===== src/rtl/fetch_sequencer_if.sv =====
// Bundles the fetch sequencer's ROM, control-input and IF/ID-output signals.
// The master side is the sequencer; the slave side is the surrounding pipeline.
interface fetch_sequencer_if;
    logic [31:0] imem_addr;
    logic [31:0] imem_instr;
    logic        stall;
    logic        redirect_valid;
    logic [31:0] redirect_pc;
    logic        exc;
    logic [31:0] exc_pc;
    logic        irq;
    logic [31:0] ifid_instr;
    logic [31:0] ifid_pc4;
    logic        ifid_valid;
    logic [31:0] epc;
    logic        epc_we;
    logic [31:0] fetch_cnt;

    modport master (
        output imem_addr,
        input  imem_instr,
        input  stall,
        input  redirect_valid,
        input  redirect_pc,
        input  exc,
        input  exc_pc,
        input  irq,
        output ifid_instr,
        output ifid_pc4,
        output ifid_valid,
        output epc,
        output epc_we,
        output fetch_cnt
    );

    modport slave (
        input  imem_addr,
        output imem_instr,
        output stall,
        output redirect_valid,
        output redirect_pc,
        output exc,
        output exc_pc,
        output irq,
        input  ifid_instr,
        input  ifid_pc4,
        input  ifid_valid,
        input  epc,
        input  epc_we,
        input  fetch_cnt
    );
endinterface


===== src/rtl/fetch_sequencer.sv =====
// PC owner and IF stage: drives the instruction ROM and fills the IF/ID latch,
// arbitrating exceptions, redirects, stalls and user-mode timer interrupts.
module fetch_sequencer #(
    parameter logic [31:0] RESET_VEC = 32'h8000_0000,
    parameter logic [31:0] IRQ_VEC   = 32'h8000_0004,
    parameter logic [31:0] EXC_VEC   = 32'h8000_0008
) (
    input  logic              clk,
    input  logic              reset,
    fetch_sequencer_if.master bus
);

    typedef enum logic [2:0] {
        ACT_FETCH,
        ACT_EXC,
        ACT_REDIR,
        ACT_STALL,
        ACT_IRQ
    } action_e;

    typedef struct packed {
        logic [31:0] instr;
        logic [31:0] pc4;
        logic        valid;
    } ifid_t;

    logic [31:0] pc, pc_n;
    ifid_t       ifid, ifid_n;
    logic [31:0] epc, epc_n;
    logic        epc_we, epc_we_n;
    logic [31:0] fetch_cnt, fetch_cnt_n;
    logic        irq_pend, irq_pend_n;
    logic        irq_q;
    logic        irq_rise;
    logic [31:0] pc_seq;
    action_e     action;

    // Bit 31 is the kernel bit and is never carried into by the increment.
    assign pc_seq   = {pc[31], pc[30:0] + 31'd4};
    assign irq_rise = bus.irq & ~irq_q;

    always_comb begin
        action = ACT_FETCH;
        if (bus.exc)
            action = ACT_EXC;
        else if (bus.redirect_valid)
            action = ACT_REDIR;
        else if (bus.stall)
            action = ACT_STALL;
        else if (irq_pend && !pc[31])
            action = ACT_IRQ;
    end

    always_comb begin
        pc_n        = pc;
        ifid_n      = ifid;
        epc_n       = epc;
        epc_we_n    = 1'b0;
        fetch_cnt_n = fetch_cnt;
        // Edges arriving while already pending are absorbed by the OR.
        irq_pend_n  = irq_pend | irq_rise;
        case (action)
            ACT_EXC: begin
                pc_n         = EXC_VEC;
                ifid_n.valid = 1'b0;
                epc_n        = bus.exc_pc;
                epc_we_n     = 1'b1;
            end
            ACT_REDIR: begin
                pc_n         = bus.redirect_pc;
                ifid_n.valid = 1'b0;
            end
            ACT_STALL: begin
            end
            ACT_IRQ: begin
                // The instruction at pc was never delivered, so it is the return point.
                pc_n         = IRQ_VEC;
                ifid_n.valid = 1'b0;
                epc_n        = pc;
                epc_we_n     = 1'b1;
                irq_pend_n   = 1'b0;
            end
            ACT_FETCH: begin
                pc_n         = pc_seq;
                ifid_n.instr = bus.imem_instr;
                ifid_n.pc4   = pc_seq;
                ifid_n.valid = 1'b1;
                fetch_cnt_n  = fetch_cnt + 32'd1;
            end
            default: begin
            end
        endcase
    end

    always_ff @(posedge clk or posedge reset) begin
        if (reset) begin
            pc        <= RESET_VEC;
            ifid      <= '0;
            epc       <= '0;
            epc_we    <= 1'b0;
            fetch_cnt <= '0;
            irq_pend  <= 1'b0;
            irq_q     <= 1'b0;
        end else begin
            pc        <= pc_n;
            ifid      <= ifid_n;
            epc       <= epc_n;
            epc_we    <= epc_we_n;
            fetch_cnt <= fetch_cnt_n;
            irq_pend  <= irq_pend_n;
            irq_q     <= bus.irq;
        end
    end

    assign bus.imem_addr  = pc;
    assign bus.ifid_instr = ifid.instr;
    assign bus.ifid_pc4   = ifid.pc4;
    assign bus.ifid_valid = ifid.valid;
    assign bus.epc        = epc;
    assign bus.epc_we     = epc_we;
    assign bus.fetch_cnt  = fetch_cnt;

endmodule


===== src/flat_wrapper.sv =====
// flat-port wrapper written by rule: the top's interface ports become plain ports
module fetch_sequencer_flat 
#(
    parameter logic [31:0] RESET_VEC = 32'h8000_0000,
    parameter logic [31:0] IRQ_VEC   = 32'h8000_0004,
    parameter logic [31:0] EXC_VEC   = 32'h8000_0008
)
  (clk, reset, bus_imem_addr, bus_imem_instr, bus_stall, bus_redirect_valid, bus_redirect_pc, bus_exc, bus_exc_pc, bus_irq, bus_ifid_instr, bus_ifid_pc4, bus_ifid_valid, bus_epc, bus_epc_we, bus_fetch_cnt);
  fetch_sequencer_if bus_i ();
  input  logic clk;
  input  logic reset;
  output wire logic [$bits(bus_i.imem_addr)-1:0] bus_imem_addr;
  input wire logic [$bits(bus_i.imem_instr)-1:0] bus_imem_instr;
  input wire logic [$bits(bus_i.stall)-1:0] bus_stall;
  input wire logic [$bits(bus_i.redirect_valid)-1:0] bus_redirect_valid;
  input wire logic [$bits(bus_i.redirect_pc)-1:0] bus_redirect_pc;
  input wire logic [$bits(bus_i.exc)-1:0] bus_exc;
  input wire logic [$bits(bus_i.exc_pc)-1:0] bus_exc_pc;
  input wire logic [$bits(bus_i.irq)-1:0] bus_irq;
  output wire logic [$bits(bus_i.ifid_instr)-1:0] bus_ifid_instr;
  output wire logic [$bits(bus_i.ifid_pc4)-1:0] bus_ifid_pc4;
  output wire logic [$bits(bus_i.ifid_valid)-1:0] bus_ifid_valid;
  output wire logic [$bits(bus_i.epc)-1:0] bus_epc;
  output wire logic [$bits(bus_i.epc_we)-1:0] bus_epc_we;
  output wire logic [$bits(bus_i.fetch_cnt)-1:0] bus_fetch_cnt;
  assign bus_imem_addr = bus_i.imem_addr;
  assign bus_i.imem_instr = bus_imem_instr;
  assign bus_i.stall = bus_stall;
  assign bus_i.redirect_valid = bus_redirect_valid;
  assign bus_i.redirect_pc = bus_redirect_pc;
  assign bus_i.exc = bus_exc;
  assign bus_i.exc_pc = bus_exc_pc;
  assign bus_i.irq = bus_irq;
  assign bus_ifid_instr = bus_i.ifid_instr;
  assign bus_ifid_pc4 = bus_i.ifid_pc4;
  assign bus_ifid_valid = bus_i.ifid_valid;
  assign bus_epc = bus_i.epc;
  assign bus_epc_we = bus_i.epc_we;
  assign bus_fetch_cnt = bus_i.fetch_cnt;
  fetch_sequencer #(.RESET_VEC(RESET_VEC), .IRQ_VEC(IRQ_VEC), .EXC_VEC(EXC_VEC)) u_core (.clk(clk), .reset(reset), .bus(bus_i));
endmodule

===== config.mk =====
export PLATFORM = sky130hd
export DESIGN_NAME = fetch_sequencer_flat
export DESIGN_NICKNAME = d
export VERILOG_FILES = /design/src/rtl/fetch_sequencer_if.sv /design/src/rtl/fetch_sequencer.sv /design/src/flat_wrapper.sv
export SDC_FILE = /design/constraint.sdc
export NUM_CORES = 1
export LEC_CHECK = 0
export CAP_MARGIN = 20
export CORE_UTILIZATION = 40
export DETAILED_ROUTE_END_ITERATION = 16
export PLACE_DENSITY = 0.83
export RECOVER_POWER = 25
export SLEW_MARGIN = 25
export SYNTH_ARGS = -nofsm -noshare
export SYNTH_HDL_FRONTEND = slang
export SYNTH_SLANG_ARGS = --single-unit

===== constraint.sdc =====
create_clock -name clk -period 9 [get_ports clk]
set_input_delay 1.8 -clock clk [delete_from_list [all_inputs] [get_ports clk]]
set_output_delay 1.8 -clock clk [all_outputs]
set_load 0.05 [all_outputs]

# ---- Word level (Yosys, flattened, before mapping)
# Index checks and enable logic that the tools add are counted.
# Widths: inputs -> output; s select.
dict set report word_totals {
  output_inout_bits 162
  input_bits 102
  regBits 164
}
dict set report classes {
  bitwise 4
  n_eq_ne 3
  add_sub_neg 2
  mux 9
  reduce_logical 10
}
# op n
set ops {}
lappend ops {{$pmux 32 s4} 1}
lappend ops {{$pmux 32 s2} 1}
lappend ops {{$add 32x1->32 const B} 1}
lappend ops {{$add 31x3->31 const B} 1}
lappend ops {{$mux 3} 4}
lappend ops {{$reduce_bool 2->1} 2}
lappend ops {{$reduce_bool 4->1} 1}
lappend ops {{$eq 3x1->1 const B} 1}
lappend ops {{$eq 3x2->1 const B} 1}
lappend ops {{$eq 3x3->1 const B} 1}
lappend ops {{$logic_not 3->1} 1}
lappend ops {{$reduce_bool 3->1} 1}
lappend ops {{$reduce_or 3->1} 1}
lappend ops {{$mux 1} 2}
lappend ops {{$not 1->1} 2}
lappend ops {{$pmux 1 s2} 1}
lappend ops {{$reduce_and 2->1} 1}
lappend ops {{$reduce_or 2->1} 1}
lappend ops {{$and 1x1->1} 1}
lappend ops {{$logic_and 1x1->1} 1}
lappend ops {{$logic_not 1->1} 1}
lappend ops {{$or 1x1->1} 1}

# ---- Logic depth before layout (Yosys ltp)
dict set report depth {
  ltp_word 9
  mapped_depth 8
}

# ---- Worst setup path before layout
# OpenSTA, ideal clock, no wires.
dict set report synth_timing {
  path_kind {input port to flip-flop}
  from {input bus_exc}
  to {register u_core.fetch_cnt[4], in the netlist u_core.bus.fetch_cnt[4]}
  setup_time_ns 0.142
  path_slack_ns 5.715
  arrival_ns 3.143
  required_ns 8.858
  stages 8
  path_cell_list {buf_2 > or3_1 > clkbuf_1 > nor2_1 > buf_2 > buf_2 > nand3_1 > xnor2_1}
}
dict set report synth_via {
  elab_chain_cells 2
}
# item line
set synth_lines {}
lappend synth_lines {{from (decl)} flat_wrapper.sv:17} ;# input wire logic [$bits(bus_i.exc)-1:0] bus_exc;
lappend synth_lines {{$mux 3} fetch_sequencer.sv:44} ;# if (bus.exc)
lappend synth_lines {{$logic_not 3->1} fetch_sequencer.sv:62} ;# case (action)
lappend synth_lines {{to (signal assigned)} fetch_sequencer.sv:109} ;# fetch_cnt <= fetch_cnt_n;
lappend synth_lines {{to (decl)} fetch_sequencer.sv:31} ;# logic [31:0] fetch_cnt, fetch_cnt_n;
# Every way passes these cells.
# A chain may end at the register's enable or synchronous reset.

==> results by group <==
Routing
  • Drt total wl: ~23000 um
  • DR iter-0 viols: 409
  • DR vias/cell: between 5 and 6
  • Average wire per standard cell: 18.5 um
  • First-pass detailed-route iteration total: 5
  • Via count: about 6500
  • DRC Markers: 0
  • Detail Route Antenna Nets: 0

Cells and area
  • Area Overhead vs Synth: 44.7%
  • Layout Nets: 1086
  • Final Util: approximately three fifths
  • Non-filler cells, final: between 1000 and 1500
  • Layout cells sized above 1: under 10%
  • Fillers: between 1000 and 1500
  • Final Instance Area: 10600 sq um

Synth
  • Register area share after synthesis: a little under three fifths
  • Number of synthesized flops with an enable pin: 0
  • Ys flop type: dfrtp_1
  • Cell Area, Synth: about 7300 sq um
  • Syn Area/Cell: between 9 and 10 sq um
  • Most area-consuming cells after synthesis: dfrtp_1, nand2_1, xnor2_1
  • Total nets after synthesis: ~850
  • Yosys warning total: 0
  • Seq cells post-synth: 164
  • Yosys top cell by area: dfrtp_1
  • Mapped Cells: ~750
  • Commonest cells post-synth: nand2_1, dfrtp_1, o21ai_0
  • Count leader, synth: nand2_1
  • Synth async-reset ratio: 100%
  • Yosys cell types: 49
  • Post-synth top area share: approximately 56%

Timing
  • Setup TNS: 0 ps
  • Fmax: about 180 MHz
  • Clock period minus worst slack: roughly 5600 ps
  • Final setup margin: approximately 3400 ps
  • Final Setup Violations: 0
  • Slew @ Worst Pin: roughly 5100 ps
  • Max Clock Skew: approximately 15 ps
  • RSZ-0062 raised after global routing: no
  • Slew HR: -239%
  • Tcrit/Tclk final: a little over three fifths
  • Pins over their slew limit: between 100 and 150
  • Hold Vio Cnt, Final: 0
  • WHS: approximately 470 ps

Die
  • Die X: 137 um
  • Die Area: roughly 19000 sq um
  • I/O Pins: 264
  • Die H: 137 um
  • Row cnt: 49
  • Core Box Area: between 15000 and 20000 sq um
  • Initial Utilization: 40.7%

Clocking
  • Clk Tree Root Cell: clkbuf_16
  • PostCTS Resize Cnt: 0
  • Total CTS buffers: 17
  • Worst-Skew Late Latency: roughly 430 ps
  • Maximum clock path buffer count: 2
  • # H-tree levels: 4
  • Hold buffer count at CTS: 0
  • Clk sinks: 164
  • # Post-CTS Setup Buffers: 0
  • CTS tree: built
  • Worst-path clk slew: about 70 ps

Min path
  • Hold Path Depth: 1
  • Worst Hold End: u_core.bus.fetch_cnt[31]
  • Hold Path Class: flop to flop
  • Worst hold start: u_core.bus.fetch_cnt[31]

Critical path
  • Crit Path Max Fanout: 117
  • Crit path capture type: asynchronous set/reset pin
  • CP startpoint: reset
  • FF-to-FF path depth: 6
  • R2r endpoint: u_core.bus.imem_addr[18]
  • CP required: 9510 ps
  • Critical path class: input port to asynchronous set/reset pin
  • WP data arrival: 6150 ps
  • Reg2reg start: u_core.bus.imem_addr[2]
  • Element type at the critical path start: input port
  • Flop-to-flop setup slack: 6510 ps

Placement
  • Port Buffer Count: 263
  • DP Cell Count: between 1000 and 1500
  • Dpl hpwl: around 16000 um
  • Placed Area: between 10000 and 15000 sq um
  • Place WS: approximately 4300 ps
  • Routability cong.: about 0.87

Global route
  • Initial antenna violation count: 1
  • First-pass GRT wire length: between 30000 and 40000 um
  • All-Layer GR Usage: between 20 and 25%
  • Largest net degree at the start of global routing: 118
  • Vias in the first global route: 6249
  • GR Overflow Total: 0

Pwr
  • Total Power Consumption: around 2.2 mW
  • Leak: 4.55 nW
  • Pwr dens: 209 nW/um^2
  • Peak supply drop: ~0.00014 V

Outcome
  • Status: finished, violations left
  • Violated checks: max-capacitance violations, max-slew violations

Job
  • Maxcap violations: 1
cell type report:
type | instances | area (sq um) | area share [%]
timing repair buffer | 269 | 2680 | 25.3
inverter | 7 | 27.5 | 0.260
clock buffer | 19 | 443 | 4.19
tap | 229 | 287 | 2.71
multi-input combinational | 523 | 2910 | 27.5
sequential | 164 | 4110 | 38.8
clock inverter | 12 | 121 | 1.15
antenna | 1 | 2.50 | 0.0237
layer usage:
layer | track usage, % | part of all wire (%)
met1 | 31.2 | 40
met5 | 0 | 0
met2 | 40.4 | 48
met4 | 6.96 | 1.6
met3 | 7.80 | 9.8
cell families after synthesis:
group	share of synthesized area, %
buffers and inverters	4.43
DFF	56.2
AOI/OAI and AO/OA	11.4
adders and majority gates	0.342
and+or+nand+nor	20.7
xor gates and xnor gates	6.95
layout by cell type, fill, tap and decap left out, drive strengths merged, types with 2 or more instances in the layout:
master         instances
nor3b                  3
and3                   7
a221o                 10
o311ai                 3
clkinvlp               4
ha                     2
xor2                  20
a211oi                 2
nor2                  24
nand2                225
clkbuf                19
o21ai                 53
a22oi                 43
buf                    7
a21o                   2
or3                    2
nor2b                  3
inv                   11
dlygate4sd3            3
nor4                   5
nand4                 21
nor3                  14
a21oi                  8
clkdlybuf4s50        259
and2                   2
xnor2                 38
dfrtp                163
and4                   5
nand3                 22
clkinv                 3
worst max-delay path by stage:
stage / endpoint / slack (ps)
2_1_floorplan: u_core.bus.epc[0] / 2770
5_1_grt: u_core.bus.fetch_cnt[10] / 2510
6_report: u_core.bus.ifid_pc4[25] / 3360
3_5_place_dp: u_core.bus.epc[3] / 4290
3_3_place_gp: u_core.bus.epc[3] / 4360
4_1_cts: u_core.bus.epc[3] / 4740
flip-flops by register name (all words and copies together) (netlist names):
register,count
u_core.bus.ifid_instr,32
u_core.irq_q,1
u_core.irq_pend,1
u_core.bus.fetch_cnt,32
u_core.bus.imem_addr,32
u_core.bus.epc_we,1
u_core.bus.ifid_pc4,32
u_core.bus.epc,32
u_core.bus.ifid_valid,1
where the power goes:
group / internal, mW / leakage [nW] / total [mW] / switching [mW]
registers: 0.814 / 2.11 / 0.887 / 0.0737
clock network: 0.392 / 0.269 / 0.709 / 0.316
logic: 0.212 / 2.17 / 0.614 / 0.402
total: 1.42 / 4.55 / 2.21 / 0.792
critical path, stage by stage:
cell and delay, ps:
dlygate4sd3_1 550, clkinvlp_2 2810, buf_4 880
(Power assumes the default switching activity.)
